$ cat src/rtl/dense_requant_fifo.sv
// Purpose : requantise NUM_TREES signed 32-bit dense sums (rounded >>> then 8-bit saturate) into a show-ahead FIFO.
// Latency : in_valid sampled at edge E0 -> FIFO write at E2 -> out_valid high after E2 when the FIFO was empty.
// Backpr. : input side never stalls; almost_full asks upstream to stop, writes into a full FIFO drop and set overflow.
//
// Ports:
//   clock, reset (async, active-low)
//   in_valid / pixel_vector_in[32*NUM_TREES] / shift_amt   : incoming sums, lane i at [32i+31:32i]
//   out_valid / out_ready / pixel_vector_out[8*NUM_TREES]  : head of FIFO, lane i at [8i+7:8i]
//   almost_full, overflow (sticky), overflow_clr, count
//
// Build option: define DENSE_REQUANT_RELU_EN to fuse ReLU into the saturation
// (lanes become unsigned 0..255); otherwise lanes are signed -128..127.
module dense_requant_fifo #(
  parameter int NUM_TREES  = 4,
  parameter int SHIFT_W    = 5,
  parameter int FIFO_DEPTH = 8,
  parameter int AF_MARGIN  = 3
) (
  input  logic                             clock,
  input  logic                             reset,
  input  logic                             in_valid,
  input  logic [32*NUM_TREES-1:0]          pixel_vector_in,
  input  logic [SHIFT_W-1:0]               shift_amt,
  output logic                             out_valid,
  input  logic                             out_ready,
  output logic [8*NUM_TREES-1:0]           pixel_vector_out,
  output logic                             almost_full,
  output logic                             overflow,
  input  logic                             overflow_clr,
  output logic [$clog2(FIFO_DEPTH):0]      count
);

  localparam int AW = $clog2(FIFO_DEPTH);
  localparam int CW = AW + 1;
  localparam logic [CW-1:0] DEPTH_C = CW'(FIFO_DEPTH);
  localparam logic [CW-1:0] AF_TH   = CW'(FIFO_DEPTH - AF_MARGIN);

  // ---------------- stage 1: rounded arithmetic shift at 33 bits ----------------
  logic               s1_vld;
  logic signed [32:0] s1_r  [NUM_TREES];
  logic signed [32:0] r_nxt [NUM_TREES];
  logic signed [32:0] rnd;
  logic signed [32:0] x_ext;
  logic signed [32:0] sum;

  always_comb begin
    rnd   = '0;
    x_ext = '0;
    sum   = '0;
    // Half-LSB bias makes the floor-shift round half toward +inf.
    if (shift_amt != '0) rnd = 33'sd1 <<< (shift_amt - SHIFT_W'(1));
    for (int i = 0; i < NUM_TREES; i++) begin
      // 33-bit sign extension keeps the bias add from wrapping at 0x7FFFFFFF.
      x_ext    = {pixel_vector_in[32*i+31], pixel_vector_in[32*i +: 32]};
      sum      = x_ext + rnd;
      r_nxt[i] = sum >>> shift_amt;
    end
  end

  always_ff @(posedge clock or negedge reset) begin
    if (!reset) begin
      s1_vld <= 1'b0;
      for (int i = 0; i < NUM_TREES; i++) s1_r[i] <= '0;
    end else begin
      s1_vld <= in_valid;
      for (int i = 0; i < NUM_TREES; i++) s1_r[i] <= r_nxt[i];
    end
  end

  // ---------------- stage 2: saturate to 8 bits and pack ----------------
  logic                   s2_vld;
  logic [8*NUM_TREES-1:0] s2_dat;
  logic [8*NUM_TREES-1:0] sat_dat;
  logic [7:0]             lane;

  always_comb begin
    sat_dat = '0;
    lane    = '0;
    for (int i = 0; i < NUM_TREES; i++) begin
`ifdef DENSE_REQUANT_RELU_EN
      if (s1_r[i] < 33'sd0)        lane = 8'h00;
      else if (s1_r[i] > 33'sd255) lane = 8'hFF;
      else                         lane = s1_r[i][7:0];
`else
      if (s1_r[i] < -33'sd128)     lane = 8'h80;
      else if (s1_r[i] > 33'sd127) lane = 8'h7F;
      else                         lane = s1_r[i][7:0];
`endif
      sat_dat[8*i +: 8] = lane;
    end
  end

  always_ff @(posedge clock or negedge reset) begin
    if (!reset) begin
      s2_vld <= 1'b0;
      s2_dat <= '0;
    end else begin
      s2_vld <= s1_vld;
      s2_dat <= sat_dat;
    end
  end

  // ---------------- show-ahead FIFO ----------------
  logic [8*NUM_TREES-1:0] mem [FIFO_DEPTH];
  logic [AW-1:0]          wr_ptr, rd_ptr, rd_ptr_nxt;
  logic [CW-1:0]          count_nxt;
  logic [8*NUM_TREES-1:0] head_nxt;
  logic                   pop, full, wr_acc, drop;

  assign pop  = out_valid & out_ready;
  assign full = (count == DEPTH_C);
  // A pop in the same cycle frees the slot, so a full FIFO still accepts.
  assign wr_acc = s2_vld & (~full | pop);
  assign drop   = s2_vld & full & ~pop;
  assign count_nxt  = count + CW'(wr_acc) - CW'(pop);
  assign rd_ptr_nxt = rd_ptr + AW'(pop);

  // Next head: the entry being written if nothing else remains, else memory.
  always_comb begin
    head_nxt = mem[rd_ptr_nxt];
    if (wr_acc && ((count - CW'(pop)) == '0)) head_nxt = s2_dat;
  end

  always_ff @(posedge clock) begin
    if (wr_acc) mem[wr_ptr] <= s2_dat;
  end

  always_ff @(posedge clock or negedge reset) begin
    if (!reset) begin
      wr_ptr           <= '0;
      rd_ptr           <= '0;
      count            <= '0;
      out_valid        <= 1'b0;
      pixel_vector_out <= '0;
      almost_full      <= 1'b0;
      overflow         <= 1'b0;
    end else begin
      if (wr_acc) wr_ptr <= wr_ptr + AW'(1);
      rd_ptr           <= rd_ptr_nxt;
      count            <= count_nxt;
      out_valid        <= (count_nxt != '0);
      pixel_vector_out <= (count_nxt != '0) ? head_nxt : '0;
      almost_full      <= (count_nxt >= AF_TH);
      // Set has priority over clear so a drop is never lost.
      if (drop)              overflow <= 1'b1;
      else if (overflow_clr) overflow <= 1'b0;
    end
  end

endmodule

$ cat config.mk
export PLATFORM = sky130hd
export DESIGN_NAME = dense_requant_fifo
export DESIGN_NICKNAME = d
export VERILOG_FILES = /design/src/rtl/dense_requant_fifo.sv
export SDC_FILE = /design/constraint.sdc
export NUM_CORES = 1
export LEC_CHECK = 0
export ABC_AREA = 1
export CAP_MARGIN = 10
export CORE_ASPECT_RATIO = 0.8
export CORE_MARGIN = 10
export CORE_UTILIZATION = 50
export DETAILED_ROUTE_END_ITERATION = 6
export PLACE_DENSITY = 0.78
export SLEW_MARGIN = 20
export SYNTH_ARGS = -nofsm -noshare
export SYNTH_HDL_FRONTEND = slang
export SYNTH_SLANG_ARGS = --single-unit
export TNS_END_PERCENT = 5
$ cat constraint.sdc
create_clock -name clock -period 3.6 [get_ports clock]
set_clock_uncertainty 0.05 [all_clocks]
set_input_delay 1.08 -clock clock [delete_from_list [all_inputs] [get_ports clock]]
set_output_delay 1.08 -clock clock [all_outputs]
set_load 0.02 [all_outputs]
* Word level (Yosys, flattened, before mapping)
Memories as Yosys holds them, arrays and structs flattened. Cells that the tools add are included. Widths: inputs -> output; s select.
Cells by class: add/sub/neg operators 10, multiply operators 0, divide/modulo/power cells 0, magnitude comparators 9, equality and inequality tests 1, shift operators 5, multiplexer cells 15, bitwise gates (word level) 7, reductions and logical operators 5
Operator list (number):
- $add 32x33->33 | 4
- $gt 33x8->1 const B | 4
- $lt 33x8->1 const B | 4
- $sshr 33x5->33 | 4
- $mux 32 | 2
- $mux 8 | 8
- $mux 33 | 1
- $sshl 2x5->33 const A | 1
- $sub 4x1->4 | 2
- $reduce_bool 5->1 | 1
- $sub 5x1->5 const B | 1
- $add 4x1->4 | 1
- $and 1x1->1 | 4
- $eq 4x4->1 const B | 1
- $ge 4x3->1 const B | 1
- $logic_not 4->1 | 1
- $mux 1 | 4
- $reduce_bool 4->1 | 1
- $add 3x1->3 | 1
- $add 3x1->3 const B | 1
- $not 1->1 | 2
- $reduce_bool 2->1 | 1
- $logic_and 1x1->1 | 1
- $or 1x1->1 | 1
Word-level totals: register bits 211, bits in latches 0, RAM bits 256, bits in read-only memories 0, output and inout bits 39, word-level logic and storage cells 67, memories 1
Memory list:
- mem | words 8, width 32, rd ports 1, clocked after memory_dff 0, wr ports 1, RTL line 104 | logic [8*NUM_TREES-1:0] mem [FIFO_DEPTH];

* Logic depth before layout (Yosys ltp)
Gate-level depths: netlist of the first run.
depth in word-level cells 8, depth in mapped cells 30, mapped depth without buffers 29

* Least setup slack after synthesis of the first run
OpenSTA, ideal clock, no wires.
path kind input port to flip-flop, start point input port shift_amt[3], end point register s1_r[64] in the netlist's numbering, setup time 0.121 ns, data arrival time 4.323 ns, path slack -0.894 ns, stages 26, buffers on the path 5, path through buf_2 -> buf_2 -> clkbuf_1 -> clkbuf_1 -> buf_1 -> nand2_1 -> nor2_1 -> ha_1 -> a21oi_1 -> inv_1 -> a21oi_1 -> inv_1 -> a21oi_1 -> nand2_1 -> nor2_1 -> nand2_1 -> nand2_1 -> nand3_1 -> nand3_1 -> nand2_1 -> nand2_1 -> nand2_1 -> nand2_1 -> nand2_1 -> nand2_1 -> nand2_1
RTL lines:
- from (decl) | RTL line 23 | input logic [SHIFT_W-1:0] shift_amt,
- to (decl) | RTL line 40 | logic signed [32:0] s1_r [NUM_TREES];

==> flow_metrics.env, run 1 <==
export IMPL_status="finished, violations left"
export IMPL_violations="DRC, setup timing"
export IMPL_synth_seq_cells=467
export IMPL_yosysSeqAreaShare_pct=38.80
export IMPL_avgSynthCellArea_um2=6.905
export IMPL_crit_path_end_kind="register"
export IMPL_fmax_ghz=0.2664
export IMPL_hold_class="register to register"
export IMPL_die_area_um2=77640
export IMPL_synthArstFlopShare_pct=45.18
export IMPL_die_h_um=251.2
export IMPL_antennaDiodeCount=0
export IMPL_synth_edf_count=256
export IMPL_grt_pass1_wl_mm=182.7
export IMPL_grt_start_max_net_pins=97
export IMPL_ir_worst_vdd_v=0.0005862
export IMPL_grt_use_total_pct=29.09
export IMPL_gp_congestion=1.044
export IMPL_num_vias=36870
export IMPL_ys_top_cells_by_area="edfxtp_1 (23%), nand2_1 (16%), dfrtp_1 (16%)"
export IMPL_finalWirelength_mm=119.2
export IMPL_layout_area_overhead_vs_synth_pct=33.16
export IMPL_start_kind="input pin"
export IMPL_crit_path_max_fanout=8
export IMPL_seqCellArea_um2=12970
export IMPL_grt_setup_unrepaired="true"
export IMPL_grt_pass1_vias=34490
export IMPL_io_buffers=176
export IMPL_viasPerCell=5.801
export IMPL_maxCapViolCount=0
export IMPL_h_tree_depth=2
export IMPL_yosysTopAreaCellShare_pct=23.00
export IMPL_synthCells=4840
export IMPL_io_pins=177
export IMPL_grt_ovfl_total=0
export IMPL_fp_row_count=84
export IMPL_worst_slew_pin_slew_ns=1.192
export IMPL_finalNetCount=5688
export IMPL_setup_viol=92
export IMPL_finalInstanceArea_um2=44500
export IMPL_power_mw=20.18
export IMPL_fin_cells=6357
export IMPL_hold_buffers=0
export IMPL_ys_flop_type="edfxtp_1"
export IMPL_drive_gt1_share_pct=23.67
export IMPL_hold_violations=0
export IMPL_ant_nets=0
export IMPL_clk_latency_ns=0.58
export IMPL_fp_dieW_um=309.0
export IMPL_syn_area_um2=33420
export IMPL_drt_initial_drc_count=4637
export IMPL_yosys_cell_types_count=50
export IMPL_setup_ws_ns=-0.1542
export IMPL_first_pass_iters=7
export IMPL_fin_crit_sh_pct=104.3
export IMPL_dp_cells=6257
export IMPL_ys_warnings_count=0
export IMPL_grt_antenna_before_repair=0
export IMPL_path_clk_slew_ns=0.07
export IMPL_cts_made_buffers=40
export IMPL_required_ns=3.99
export IMPL_drv_slew=0
export IMPL_slew_headroom_pct=20.56
export IMPL_start_util_pct=50.63
export IMPL_critPathKind="input pin to register"
export IMPL_multi_input_area_um2=20310
export IMPL_dp_hpwl_mm=87.18
export IMPL_drc=8
export IMPL_crit_arrival_ns=4.14
export IMPL_wl_per_cell_um=18.76
export IMPL_p_leak_nw=21.45
export IMPL_dpl_cell_area_um2=40600
export IMPL_p_per_area_nw_per_um2=453.4
export IMPL_fillers=5394
export IMPL_post_route_min_period_ns=3.754
export IMPL_cts_tree="yes"
export IMPL_core_um2=66000
export IMPL_holdWs_ns=0.3058
export IMPL_clock_root_buffer="clkbuf_16"
export IMPL_cts_buffer_depth=3
export IMPL_synth_top_cell_by_area="edfxtp_1"
export IMPL_clock_sinks=467
-- cells in the final DEF, fill, tap and decap left out, types with 38 or more instances in the layout --
master	instances
edfxtp_1	256
inv_1	472
nand3_1	825
nor2_2	88
ha_1	47
inv_2	50
dfrtp_1	211
mux2i_1	66
clkbuf_16	43
o21ai_1	38
nand3_2	147
nand2_2	127
nor2_1	245
nand2_1	1310
nand4_1	49
a21oi_1	157
o21ai_0	145
buf_4	551
clkdlybuf4s50_1	170
a21oi_2	57
-- synthesized netlist by cell type (all sizes together), types with 2 or more instances --
master and number:
buf 105, o211ai 12, dfrtp 211, nand2 1447, a311oi 32, o2111ai 2, clkbuf 92, nor2 369
o21ai 191, a221oi 2, o21a 7, xor2 37, nor4 23, a22oi 2, or2 8, a21boi 7
nand3b 7, nand4 55, mux2i 66, a31oi 2, edfxtp 256, ha 82, nor3 48, o21bai 18
nand3 976, o221ai 8, xnor2 17, and2 2, inv 530, o31ai 2, a21oi 219
-- metrics by stage --
step	util [%]	worst slack, ns	TNS (ns)
2_1_floorplan	-	-0.1949	-19.33
3_3_place_gp	61.51	-0.9678	-114.23
5_1_grt	67.42	-0.2979	-26.99
4_1_cts	64.53	-0.01228	-0.03831
3_5_place_dp	61.51	-1.060	-128.90
6_report	67.42	-0.1542	-5.854
-- flip-flops by register name, indices dropped and copies added (netlist names) --
signal	cells
pixel_vector_out	32
almost_full	1
s1_vld	1
wr_ptr	3
rd_ptr	3
s2_vld	1
overflow	1
s2_dat	32
out_valid	1
mem	256
count	4
s1_r	132
-- final timing paths --
check | slack (ns) | from | cells past startpoint | end
max | -0.15 | shift_amt[1] | 22 | s1_r[39]
min in group asynchronous | 0.44 | reset | 1 | s1_r[107]
min | 0.31 | s1_vld | 0 | s2_vld
min reg2reg | 0.31 | s1_vld | 0 | s2_vld
max reg2reg | 0.48 | count[2] | 16 | pixel_vector_out[24]
max in group asynchronous | 2.24 | reset | 2 | s1_r[55]
-- kinds of logic (layout without fill, tap and decap cells) --
kind of cell               Yosys count  in the layout  share of synthesized area [%]
and+or+nand+nor                   2936           2936                          37.95
DFF                                467            467                          38.80
other                                1              4                        0.01122
muxes                               66             66                          1.977
xor gates and xnor gates            54             54                          1.415
adders and majority gates           83             83                          3.130
buffers and inverters              728           1382                          8.278
AOI/OAI and AO/OA                  505            505                          8.439
-- metal layers --
layer	part of all wire (%)	up-vias	track usage, %
li1	-	17420	-
met1	40	17130	38.49
met2	47	1958	48.25
met3	9.3	370	4.141
met4	4.0	0	10.16
met5	0	-	0
-- worst max-delay path, cell delays in order --
cell	delay, ns
buf_8	0.11
buf_12	0.14
buf_12	0.12
nor2_4	0.25
nand4_1	0.16
inv_2	0.10
buf_6	0.14
ha_4	0.23
a21oi_4	0.13
nor2_1	0.07
nor2_2	0.12
a21boi_4	0.25
buf_4	0.14
buf_4	0.09
buf_4	0.10
nand3_1	0.14
nand3_2	0.14
nand3_1	0.14
nand3_2	0.15
nand3_1	0.12
nand3_1	0.15
nand2_1	0.08
-- report_power, final --
group / total (mW) / internal [mW] / switching (mW)
clock network: 4.35 / 2.39 / 1.96
registers: 7.06 / 6.65 / 0.406
logic: 8.77 / 3.57 / 5.20
total: 20.2 / 12.6 / 7.56
-- area by class of cell --
class / instances / area share (%)
repair buffers: 779 / 15.35
flip-flops and latches: 467 / 29.14
multi-input cells: 3648 / 45.64
clock inverters: 21 / 0.4471
inverters: 531 / 4.535
well taps: 860 / 2.418
clock buffers: 51 / 2.460
-- timing repair --
item / CTS / global route
buffers inserted: 16 / 13
endpoints found under the setup margin: 128 / 131
pin swaps: 52 / 142
gates resized for setup: 140 / 467
gates cloned: 0 / 1
Power figures use the tool's default switching activity.
==> inputs of run 2 (changes only) <==
--- a/config.mk
+++ b/config.mk
@@ -10,6 +10,7 @@
 export CORE_ASPECT_RATIO = 0.8
 export CORE_MARGIN = 10
 export CORE_UTILIZATION = 50
+export CTS_CLUSTER_DIAMETER = 30
 export DETAILED_ROUTE_END_ITERATION = 6
 export PLACE_DENSITY = 0.78
 export SLEW_MARGIN = 20
==> run 2 against run 1 <==
Compared with the run above: the run still ends with DRC, setup timing left; flip-flop and latch count stayed put; combinational power is 1% higher; die area stayed put; sequential share of layout area is 0.52 points lower; first-iteration DRC count is 0.60% lower; hold slack better by 0.0014 ns; critical path depth is 5 higher; final area is 1.8% higher; global-route usage hardly changed; wire length is 0.42% higher.
==> flow_metrics.env, run 2 (synthesis gave the netlist of run 1 again) <==
export IMPL_grt_start_max_net_pins=97
export IMPL_num_vias=37220
export IMPL_layout_area_overhead_vs_synth_pct=35.58
export IMPL_p_leak_nw=21.81
export IMPL_dp_hpwl_mm=87.18
export IMPL_fmax_ghz=0.2668
export IMPL_maxCapViolCount=0
export IMPL_p_per_area_nw_per_um2=479.6
export IMPL_met2_usage_pct=48.45
export IMPL_start_util_pct=50.63
export IMPL_whs_path_depth=0
export IMPL_top_usage_layer="met2"
export IMPL_drc=3
export IMPL_grt_antenna_before_repair=0
export IMPL_p_seq_share_pct=32.5
export IMPL_viasPerCell=5.827
export IMPL_hold_violations=0
export IMPL_top_register="mem"
export IMPL_post_route_min_period_ns=3.749
export IMPL_fin_tns_setup_ns=-6.666
export IMPL_cts_made_buffers=52
export IMPL_final_cell_mix="nand2_1 (1,302), nand3_1 (820), buf_4 (556), inv_1 (470), edfxtp_1 (256)"
export IMPL_cp_slowest_cell="ha_4"
export IMPL_fillers=5278
export IMPL_top_regs="mem (256), s1_r (132)"
export IMPL_p_comb_share_pct=40.8
export IMPL_gp_congestion=1.044
export IMPL_drv_slew=0
export IMPL_ant_nets=0
export IMPL_hold_buffers=0
export IMPL_grt_pass1_vias=34700
export IMPL_wl_per_cell_um=18.74
export IMPL_largest_register_ffs=256
export IMPL_grt_use_total_pct=29.14
export IMPL_grt_ovfl_total=0
export IMPL_io_buffers=176
export IMPL_fp_dieW_um=309.0
export IMPL_final_common_cell="nand2_1"
export IMPL_finalWirelength_mm=119.7
export IMPL_core_um2=66000
export IMPL_power_mw=21.73
export IMPL_setup_viol=96
export IMPL_crit_top_cell="nand2_1"
export IMPL_fp_row_count=84
export IMPL_cts_tree="yes"
export IMPL_drive_gt1_share_pct=24.49
export IMPL_clock_root_buffer="clkbuf_16"
export IMPL_ir_worst_vdd_v=0.0005784
export IMPL_clock_sinks=467
export IMPL_start_kind="input pin"
export IMPL_antennaDiodeCount=0
export IMPL_intPower_mw=13.77
export IMPL_cts_buffer_depth=3
export IMPL_clk_latency_ns=0.58
export IMPL_fin_crit_sh_pct=104.1
export IMPL_worst_r2r_setup_slack_ns=0.52
export IMPL_grt_pass1_wl_mm=183.4
export IMPL_drt_initial_drc_count=4609
export IMPL_worst_slew_pin_slew_ns=1.194
export IMPL_status="finished, violations left"
export IMPL_path_clk_slew_ns=0.06
export IMPL_r2r_cells=16
export IMPL_hold_class="register to register"
export IMPL_die_area_um2=77640
export IMPL_globalRouteMet1Util_pct=38.47
export IMPL_worst_path_largest_cell_delay_ns=0.21
export IMPL_die_h_um=251.2
export IMPL_setup_ws_ns=-0.1485
export IMPL_path_buf_inv=5
export IMPL_hold_start="s1_vld"
export IMPL_swShare_pct=36.63
export IMPL_p_clk_share_pct=26.7
export IMPL_io_pins=177
export IMPL_p_sw_mw=7.959
export IMPL_violations="DRC, setup timing"
export IMPL_grt_use_met3_pct=4.293
export IMPL_crit_path_max_fanout=6
export IMPL_crit_path_end_kind="register"
export IMPL_critPathKind="input pin to register"
export IMPL_finalNetCount=5705
export IMPL_crit_arrival_ns=4.16
export IMPL_worst_r2r_endpoint="pixel_vector_out[25]"
export IMPL_grt_setup_unrepaired="true"
export IMPL_first_pass_iters=7
export IMPL_slew_headroom_pct=20.42
export IMPL_r2r_start="count[2]"
export IMPL_required_ns=4.01
export IMPL_cpLargestDelayFamily="simple AND/OR/NAND/NOR gates"
export IMPL_h_tree_depth=2
export IMPL_min_to="s2_vld"
-- run 2: changes by cell type in the layout (fill, tap and decap cells not counted), sizes merged --
cell,previous run,this run
clkinv,17,14
buf,608,613
clkbuf,52,64
inv,530,542
bufinv,3,8
-- run 2: layout make-up --
class | count | area (um^2) | area share [%]
Timing Repair Buffer | 784 | 6888 | 15.20
Tap cell | 860 | 1076 | 2.375
Clock inverter | 35 | 478.0 | 1.055
Inverter | 531 | 2018 | 4.454
Multi-Input combinational cell | 3648 | 20430 | 45.10
Clock buffer | 63 | 1446 | 3.192
Sequential cell | 467 | 12970 | 28.62
-- run 2: worst max path at each step --
stage,endpoint,start,slack (ns),cells after the start
floorplan,s1_r[130],shift_amt[4],-0.19,24
global placement,s1_r[6],shift_amt[1],-0.97,23
detailed placement,s1_r[63],shift_amt[1],-1.06,25
CTS,s1_r[63],shift_amt[1],-0.02,25
global route,s1_r[30],shift_amt[1],-0.30,24
finish,s1_r[81],shift_amt[2],-0.15,27
-- run 2: layer usage --
layer / part of all wire, % / vias up / wire, um
met4: 4.1 / 0 / 4902
li1: - / 17460 / -
met1: 40 / 17300 / 47850
met3: 9.2 / 377 / 10980
met2: 47 / 2082 / 55990
met5: 0 / - / 0
-- run 2: power by group through the flow --
stage | Combinational, mW | Clock (mW) | Sequential [mW]
after CTS | 8.52 | 5.85 | 7.06
after detailed placement | 8.36 | 0 | 7.15
after global routing | 9.56 | 6.09 | 7.15
after global placement | 8.18 | 0 | 7.11
final | 8.86 | 5.80 | 7.07
after floorplan | 4.54 | 0 | 7.32
-- run 2: repair_timing --
action | CTS | global route
setup buffers | 15 | 18
pin swaps | 48 | 151
gates resized for setup | 148 | 477
endpoints found under the setup margin | 128 | 130
gates cloned | 0 | 1
-- run 2: through the flow --
step	utilization (%)	area (um^2)	std cells	hold slack, ns	setup slack, ns
after detailed placement	61.51	40600	6257	0.2863	-1.060
after floorplan	-	33790	4843	0.2812	-0.1949
after global placement	61.51	40600	6257	0.2950	-0.9678
after global routing	68.65	45310	6388	0.3301	-0.2961
after CTS	65.50	43230	6369	0.3093	-0.01880
final	68.65	45310	6388	0.3071	-0.1485
